File: config.mk
export PLATFORM = sky130hd
export DESIGN_NAME = divider_unit
export DESIGN_NICKNAME = d
export VERILOG_FILES = /design/src/rtl/divider_unit.sv
export SDC_FILE = /design/constraint.sdc
export NUM_CORES = 1
export LEC_CHECK = 0
export ABC_AREA = 1
export BUFFER_PORTS_ARGS = -buffer_cell sky130_fd_sc_hd__buf_2
export CAP_MARGIN = 10
export CORE_ASPECT_RATIO = 0.6
export CORE_MARGIN = 2
export CORE_UTILIZATION = 54
export DETAILED_ROUTE_END_ITERATION = 8
export PLACE_DENSITY = 0.82
export SYNTH_ARGS = -nofsm -noshare
export SYNTH_HDL_FRONTEND = slang
export SYNTH_SLANG_ARGS = --single-unit
File: constraint.sdc
create_clock -name Clk -period 2.6 [get_ports Clk]
set_clock_uncertainty 0.05 [all_clocks]
set_input_delay 0.13 -clock Clk [delete_from_list [all_inputs] [get_ports Clk]]
set_output_delay 0.13 -clock Clk [all_outputs]
set_load 0.03 [all_outputs]
File: src/rtl/divider_unit.sv
// Sequential restoring divider: unsigned WIDTH-bit dividend / divisor -> quotient + remainder,
// one quotient bit per clock, started by a button-style Run level with a preloaded divisor.
module divider_unit #(
    parameter int WIDTH = 8
) (
    input  logic             Clk,
    input  logic             Reset,
    input  logic             Run,
    input  logic             Ld_Dvsr,
    input  logic [WIDTH-1:0] D,
    output logic [WIDTH-1:0] Q,
    output logic [WIDTH-1:0] R,
    output logic [WIDTH-1:0] Dvsr,
    output logic             Busy,
    output logic             Done,
    output logic             Div_Zero
);
    localparam int CW = $clog2(WIDTH);

    typedef enum logic [1:0] {IDLE, CALC, DONE} state_t;

    state_t           state, state_n;
    logic [WIDTH-1:0] q_n, r_n, dvsr_n;
    logic [CW-1:0]    count, count_n;
    logic             dz_n;
    logic [WIDTH:0]   diff;

    // Trial subtract of the shifted partial remainder; diff[WIDTH] set means borrow.
    assign diff = {R, Q[WIDTH-1]} - {1'b0, Dvsr};

    always_ff @(posedge Clk) begin
        if (Reset) begin
            state    <= IDLE;
            Q        <= '0;
            R        <= '0;
            Dvsr     <= '0;
            count    <= '0;
            Div_Zero <= 1'b0;
        end else begin
            state    <= state_n;
            Q        <= q_n;
            R        <= r_n;
            Dvsr     <= dvsr_n;
            count    <= count_n;
            Div_Zero <= dz_n;
        end
    end

    always_comb begin
        state_n = state;
        q_n     = Q;
        r_n     = R;
        dvsr_n  = Dvsr;
        count_n = count;
        dz_n    = Div_Zero;
        unique case (state)
            IDLE: begin
                // A divisor load takes priority over a start in the same cycle.
                if (Ld_Dvsr) begin
                    dvsr_n = D;
                end else if (Run) begin
                    if (Dvsr != '0) begin
                        r_n     = '0;
                        q_n     = D;
                        count_n = '0;
                        dz_n    = 1'b0;
                        state_n = CALC;
                    end else begin
                        q_n     = '1;
                        r_n     = D;
                        dz_n    = 1'b1;
                        state_n = DONE;
                    end
                end
            end
            CALC: begin
                if (!diff[WIDTH]) begin
                    r_n = diff[WIDTH-1:0];
                    q_n = {Q[WIDTH-2:0], 1'b1};
                end else begin
                    r_n = {R[WIDTH-2:0], Q[WIDTH-1]};
                    q_n = {Q[WIDTH-2:0], 1'b0};
                end
                count_n = count + 1'b1;
                if (count == CW'(WIDTH - 1)) state_n = DONE;
            end
            DONE: begin
                // Stay here while Run is held so one press yields exactly one division.
                if (!Run) state_n = IDLE;
            end
            default: state_n = IDLE;
        endcase
    end

    assign Busy = (state == CALC);
    assign Done = (state == DONE);

endmodule

==> results of run 1 <==
==> synth_stat cells, drive strengths merged <==
cell type and instances:
a211oi 1, ha 10, nand2 60, xor2 2
dfxtp 30, a22oi 2, a41oi 5, fa 1
nand3 19, or2 1, clkbuf 4, inv 49
o21ai 31, buf 3, nor2 19, xnor2 1
nand3b 5, nand4 3, a21oi 29
==> worst paths after layout <==
path                            startpoint        to  depth (start not counted)
worst min register to register    Div_Zero  Div_Zero                          2
worst max register to register        Q[7]      R[7]                         14
worst min-delay path                 Reset  state[0]                          2
worst max-delay path                  Q[7]      R[7]                         14
==> critical path, cell delays in order, from the launching register on <==
cell,delay (ns)
dfxtp_1,0.35
inv_1,0.06
ha_1,0.22
fa_1,0.40
inv_1,0.07
nand2_1,0.04
nand2_1,0.11
nand3_2,0.12
nand2_2,0.11
nand2_4,0.09
nand2_4,0.12
nand2_2,0.06
nand2_1,0.05
nand2_1,0.06
a21oi_2,0.12
==> metrics by stage <==
stage	setup WS (ns)	total power (W)	util	area, um2	cells
after floorplan	0.469	0.00131	-	1880	275
after global placement	0.627	0.00150	0.638	2110	353
after detailed placement	0.514	0.00153	0.638	2110	353
after CTS	0.504	0.00188	0.661	2180	360
after global routing	0.333	0.00203	0.661	2180	360
final	0.510	0.00188	0.661	2180	360
==> logic make-up after synthesis <==
family / after synthesis / share of synthesized area
and+or+nand+nor: 107 / 0.273
AOI/OAI and AO/OA: 68 / 0.199
buffers and inverters: 56 / 0.119
DFF: 30 / 0.319
adders and majority gates: 11 / 0.0770
xor gates and xnor gates: 3 / 0.0139
==> routing by layer <==
layer | vias up | global-route usage
met4 | 0 | 0.0734
met5 | - | 0
li1 | 980 | -
met2 | 78 | 0.368
met1 | 862 | 0.400
met3 | 4 | 0.0824
==> state kept, by name, summed over array words and instances (netlist names) <==
| register | flops |
|---|---|
| Div_Zero | 1 |
| state | 2 |
| count | 3 |
| R | 8 |
| Dvsr | 8 |
| Q | 8 |
==> layout make-up <==
type | instances | area share
flip-flops and latches | 30 | 0.275
clock buffers | 5 | 0.0315
repair buffers | 40 | 0.0939
clock inverters | 2 | 0.00458
well taps | 45 | 0.0258
multi-input cells | 189 | 0.485
inverters | 49 | 0.0842
==> report_power, final <==
| group | internal [W] | leakage, nW | switching, W |
|---|---|---|---|
| registers | 0.000527 | 0.248 | 0.0000594 |
| clock network | 0.000179 | 0.0438 | 0.000172 |
| logic | 0.000308 | 0.845 | 0.000636 |
==> flow_summary.yaml, run 1 <==
run_status:
  status: "completed"
layout:
  fillers: 304
  drive_gt1_frac: 0.206
  regArea_um2: 601
  final_nets: 338
  area_growth_pct: 15.9
  multiInputGateArea_um2: 1060
  diodes: 0
  layout_commonest_cell: "nand2_1"
  most-common-layout-cells: "nand2_1 (55), inv_1 (44), buf_2 (38)"
route:
  drt_iter0_drc: 159
  drtAntennaViolNets: 0
  wl_met2_mm: 1.95
  routed_wl_mm: 4.84
  drc: 0
  met1Wirelength_mm: 2.38
  first_pass_iters: 4
  routedWlPerCell_um: 13.5
  wl_met3_um: 466
  via_per_inst: 5.34
  top_layer: "met4"
  vias: 1924
clocking:
  post_cts_resized: 0
  cts_buffers: 5
  cts_sinks: 30
  post_cts_buffers: 0
  root_buffer: "clkbuf_8"
  clk_latency_ns: 0.29
  path_clk_slew_ns: 0.06
  h-tree-depth: 2
  cts_tree: "done"
  cts-hold-fix-buffers: 0
  cts.path.max_buffers: 2
worst_setup_path:
  r2r_slack_ns: 0.51
  critPathKind: "reg -> reg"
  startpoint_type: "flop"
  crit_path_end_kind: "flop"
  arrival_ns: 2.26
  cp.required_ns: 2.77
  critical_path.max_fanout: 9
global_route:
  grt_antenna_before_repair: 0
  grt.total_usage: 0.268
  overflow: 0
  grt_pass1_vias: 1728
  grt_pass1_wl_mm: 8.19
  grt_start_max_net_pins: 25
synthesis:
  synth.largest_area_cell: "dfxtp_1"
  synth_cell_types: 29
  syn_area_um2: 1880
  synthCells: 275
  yosys.area.top_type_share: 0.319
  ys_seq_area_frac: 0.319
  ys_seq_elements: 30
  syn-num-nets: 298
  postSynthAreaPerCell_um2: 6.85
  synthTopCellsByArea: "dfxtp_1 (32%), nand2_1 (11%), inv_1 (8.8%), o21ai_0 (8.0%), a21oi_1 (7.2%)"
  ys_warn_count: 0
sta:
  finalCriticalPeriod_ns: 2.09
  hold_viol_final: 0
  fmax_mhz: 478
  rsz0062_at_grt: "no"
  slew_headroom: 0.616
  worstMarginPinSlew_ns: 0.575
  setup_tns_ns: 0
  finalSetupViolCount: 0
  slew_violations: 0
  holdWs_ns: 0.0582
  post-route-period-util: 0.804
place:
  gp_congestion: 0.865
  hpwlAfterDp_mm: 3.80
  io_buffers: 38
pwr:
  ir_drop_v: 0.000472
  p_leak_nw: 1.14
  power_density_nw_per_um2: 861
die:
  die_width_um: 80.3
  core_area_um2: 3300
  die-height_um: 49.8
  placementRows: 16
  io_pins: 39
  die-area_um2: 3990
  initial_core_util: 0.570
hold_path:
  hold_path_class: "in -> reg"
run:
  cap_violations: 0
(Power assumes the default switching activity.)
==> inputs of run 2 (changes only) <==
==> config.mk (replaced) <==
export PLATFORM = sky130hd
export DESIGN_NAME = divider_unit
export DESIGN_NICKNAME = d
export VERILOG_FILES = /design/src/rtl/divider_unit.sv
export SDC_FILE = /design/constraint.sdc
export NUM_CORES = 1
export LEC_CHECK = 0
export ABC_AREA = 0
export BUFFER_PORTS_ARGS = -buffer_cell sky130_fd_sc_hd__buf_2
export CAP_MARGIN = 10
export CORE_ASPECT_RATIO = 0.6
export CORE_MARGIN = 2
export CORE_UTILIZATION = 49
export DETAILED_ROUTE_END_ITERATION = 8
export PLACE_DENSITY = 0.79
export SYNTH_ARGS = -nofsm -noshare
export SYNTH_HDL_FRONTEND = slang
export SYNTH_SLANG_ARGS = --single-unit
==> constraint.sdc (replaced) <==
create_clock -name Clk -period 1.9 [get_ports Clk]
set_clock_uncertainty 0.05 [all_clocks]
set_input_delay 0.095 -clock Clk [delete_from_list [all_inputs] [get_ports Clk]]
set_output_delay 0.095 -clock Clk [all_outputs]
set_load 0.03 [all_outputs]
==> flow_summary.yaml, run 2 <==
global_route:
  grt.total_usage: 0.271
  grt_pass1_wl_mm: 9.00
  overflow: 0
  grt_start_max_net_pins: 38
  grt_antenna_before_repair: 0
  grt_pass1_vias: 1799
layout:
  final_nets: 325
  multiInputGateArea_um2: 1200
  regArea_um2: 607
  fillers: 314
  drive_gt1_frac: 0.350
  most-common-layout-cells: "buf_2 (38), buf_4 (37), nand2_1 (34)"
  top_regs: "Dvsr x8, Q x8, R x8"
  area_growth_pct: 33.3
  post-route-util: 0.680
  diodes: 0
  layout_commonest_cell: "buf_2"
route:
  drt_iter0_drc: 264
  routedWlPerCell_um: 16.2
  drtAntennaViolNets: 0
  via_per_inst: 5.75
  routed_wl_mm: 5.68
  first_pass_iters: 4
  vias: 2013
  drc: 0
synthesis:
  synthTopCellsByArea: "dfxtp_1 (32%), nand2_1 (6.8%), ha_1 (6.7%), a21oi_1 (5.3%), nor2_1 (4.8%)"
  syn-num-nets: 254
  synthArstFlopShare: 0
  synthFlopType: "dfxtp_1"
  yosys.area.top_type_share: 0.320
  netlist_top_cells_count: "nand2_1 (34), dfxtp_1 (30), nor2_1 (24), a21oi_1 (20), inv_1 (11)"
  synth.largest_area_cell: "dfxtp_1"
  ys_seq_elements: 30
  synth.most_common_cell: "nand2_1"
  synthCells: 231
  postSynthAreaPerCell_um2: 8.12
  synth_cell_types: 59
  ys_seq_area_frac: 0.320
  synth_edf_count: 0
  ys_warn_count: 0
  syn_area_um2: 1880
sta:
  finalCriticalPeriod_ns: 2.27
  finalSetupViolCount: 9
  holdWs_ns: 0.0155
  rsz0062_at_grt: "yes"
  post-route-period-util: 1.20
  setup_tns_ns: -3.01
  fin_ws_ns: -0.374
  slew_violations: 0
  hold_viol_final: 0
  fmax_mhz: 440
  worstMarginPinSlew_ns: 0.658
  slew_headroom: 0.562
worst_setup_path:
  cp-startpoint: "Q[7]"
  r2r_slack_ns: -0.37
  path_depth: 10
  worstSetupEndpoint: "R[4]"
  crit_buf_inv: 2
  arrival_ns: 2.43
  critical_path.max_stage_delay_ns: 0.37
  crit_path_end_kind: "flop"
  cp.required_ns: 2.06
  crit_slowest_cell: "mux2_4"
  critical_path.max_fanout: 7
  critPathKind: "reg -> reg"
  r2r_end: "R[4]"
  startpoint_type: "flop"
  r2r-start: "Q[7]"
  crit_chain: "inv_4 > ha_4 > fa_2 > nand2b_4 > a211oi_4 > mux2_4 > nor2_4 > buf_6 > nand4_1 > o211ai_1"
  reg2regPathDepth: 10
  critPathTopFamily: "adder cells"
run:
  cap_violations: 0
pwr:
  intPower_w: 0.00158
  seqPwrFrac: 0.288
  combPwrFrac: 0.459
  power.switching_w: 0.00103
  power_density_nw_per_um2: 1040
  switching_share: 0.394
  p_leak_nw: 1.12
  clkPwrFrac: 0.253
  ir_drop_v: 0.000686
place:
  io_buffers: 38
  gp_congestion: 0.908
  hpwlAfterDp_mm: 4.29
clocking:
  cts_tree: "done"
  cts-hold-fix-buffers: 0
  cts.path.max_buffers: 2
  root_buffer: "clkbuf_8"
  h-tree-depth: 2
  cts_sinks: 30
  clk_latency_ns: 0.29
  path_clk_slew_ns: 0.08
  cts_buffers: 5
die:
  die_width_um: 83.9
  io_pins: 39
  core_area_um2: 3680
  die-height_um: 51.9
  initial_core_util: 0.510
  die-area_um2: 4360
  placementRows: 17
hold_path:
  hold_path_class: "in -> reg"
run_status:
  status: "finished, violations left"
  violations: "setup timing"
[run 2: logic make-up (layout without fill, tap and decap cells)]
group | count (synthesis) | in the layout | share of synthesized area
simple gates | 93 | 93 | 0.249
compound gates | 68 | 68 | 0.263
flops | 30 | 30 | 0.320
buf+inv | 24 | 96 | 0.0627
fa+ha+maj | 11 | 11 | 0.0773
mux | 3 | 3 | 0.0187
xor+xnor | 2 | 2 | 0.00934
[run 2: layout make-up]
cell class / count / share of cell area
multi-input combinational: 177 / 0.480
sequential: 30 / 0.243
timing repair buffer: 76 / 0.192
clock buffer: 5 / 0.0275
tap: 47 / 0.0235
inverter: 12 / 0.0190
clock inverter: 3 / 0.0160
[run 2: worst reg2reg max path, delay by kind of cell, from the launching register on]
family	cells	cell delay [ns]
buffers and inverters	2	0.19
flip-flops	1	0.36
multiplexers	1	0.37
AO/OA/AOI/OAI	2	0.32
AND/OR/NAND/NOR	3	0.42
adder cells (fa/ha/maj)	2	0.48
[run 2: what timing repair did]
action	4_1_cts	5_1_grt
pin swaps	9	5
resized for setup	2	1
setup buffers	3	0
setup endpoints to repair	9	9
[run 2: worst min path at each step]
stage,from,to,slack (ns),cells past startpoint
floorplan,D[0],Dvsr[0],0.17,2
global placement,D[3],Dvsr[3],0.32,3
detailed placement,D[3],Dvsr[3],0.32,3
CTS,D[3],Dvsr[3],0.01,3
global route,D[3],Dvsr[3],0.02,3
finish,D[3],Dvsr[3],0.02,3
[run 2: power by group through the flow]
stage	logic [W]	registers [W]	clock network, W
finish	0.00120	0.000751	0.000659
global route	0.00129	0.000758	0.000681
CTS	0.00117	0.000750	0.000658
detailed placement	0.00112	0.000763	0
global placement	0.00110	0.000763	0
floorplan	0.000631	0.000882	0
[run 2: through the flow]
stage | instance area [um2] | total power, W | instances | setup slack (ns)
final | 2500 | 0.00261 | 350 | -0.374
after global routing | 2500 | 0.00273 | 350 | -0.464
after CTS | 2490 | 0.00258 | 350 | -0.386
after detailed placement | 2350 | 0.00189 | 339 | -0.471
after global placement | 2350 | 0.00187 | 339 | -0.373
after floorplan | 1910 | 0.00151 | 231 | -0.452
[run 2: layer usage]
metal | GRT usage | up-vias | part of all wire
met5 | 0 | - | 0
met2 | 0.363 | 102 | 0.39
met1 | 0.411 | 922 | 0.50
met3 | 0.0794 | 9 | 0.094
met4 | 0.0833 | 0 | 0.013
li1 | - | 980 | -
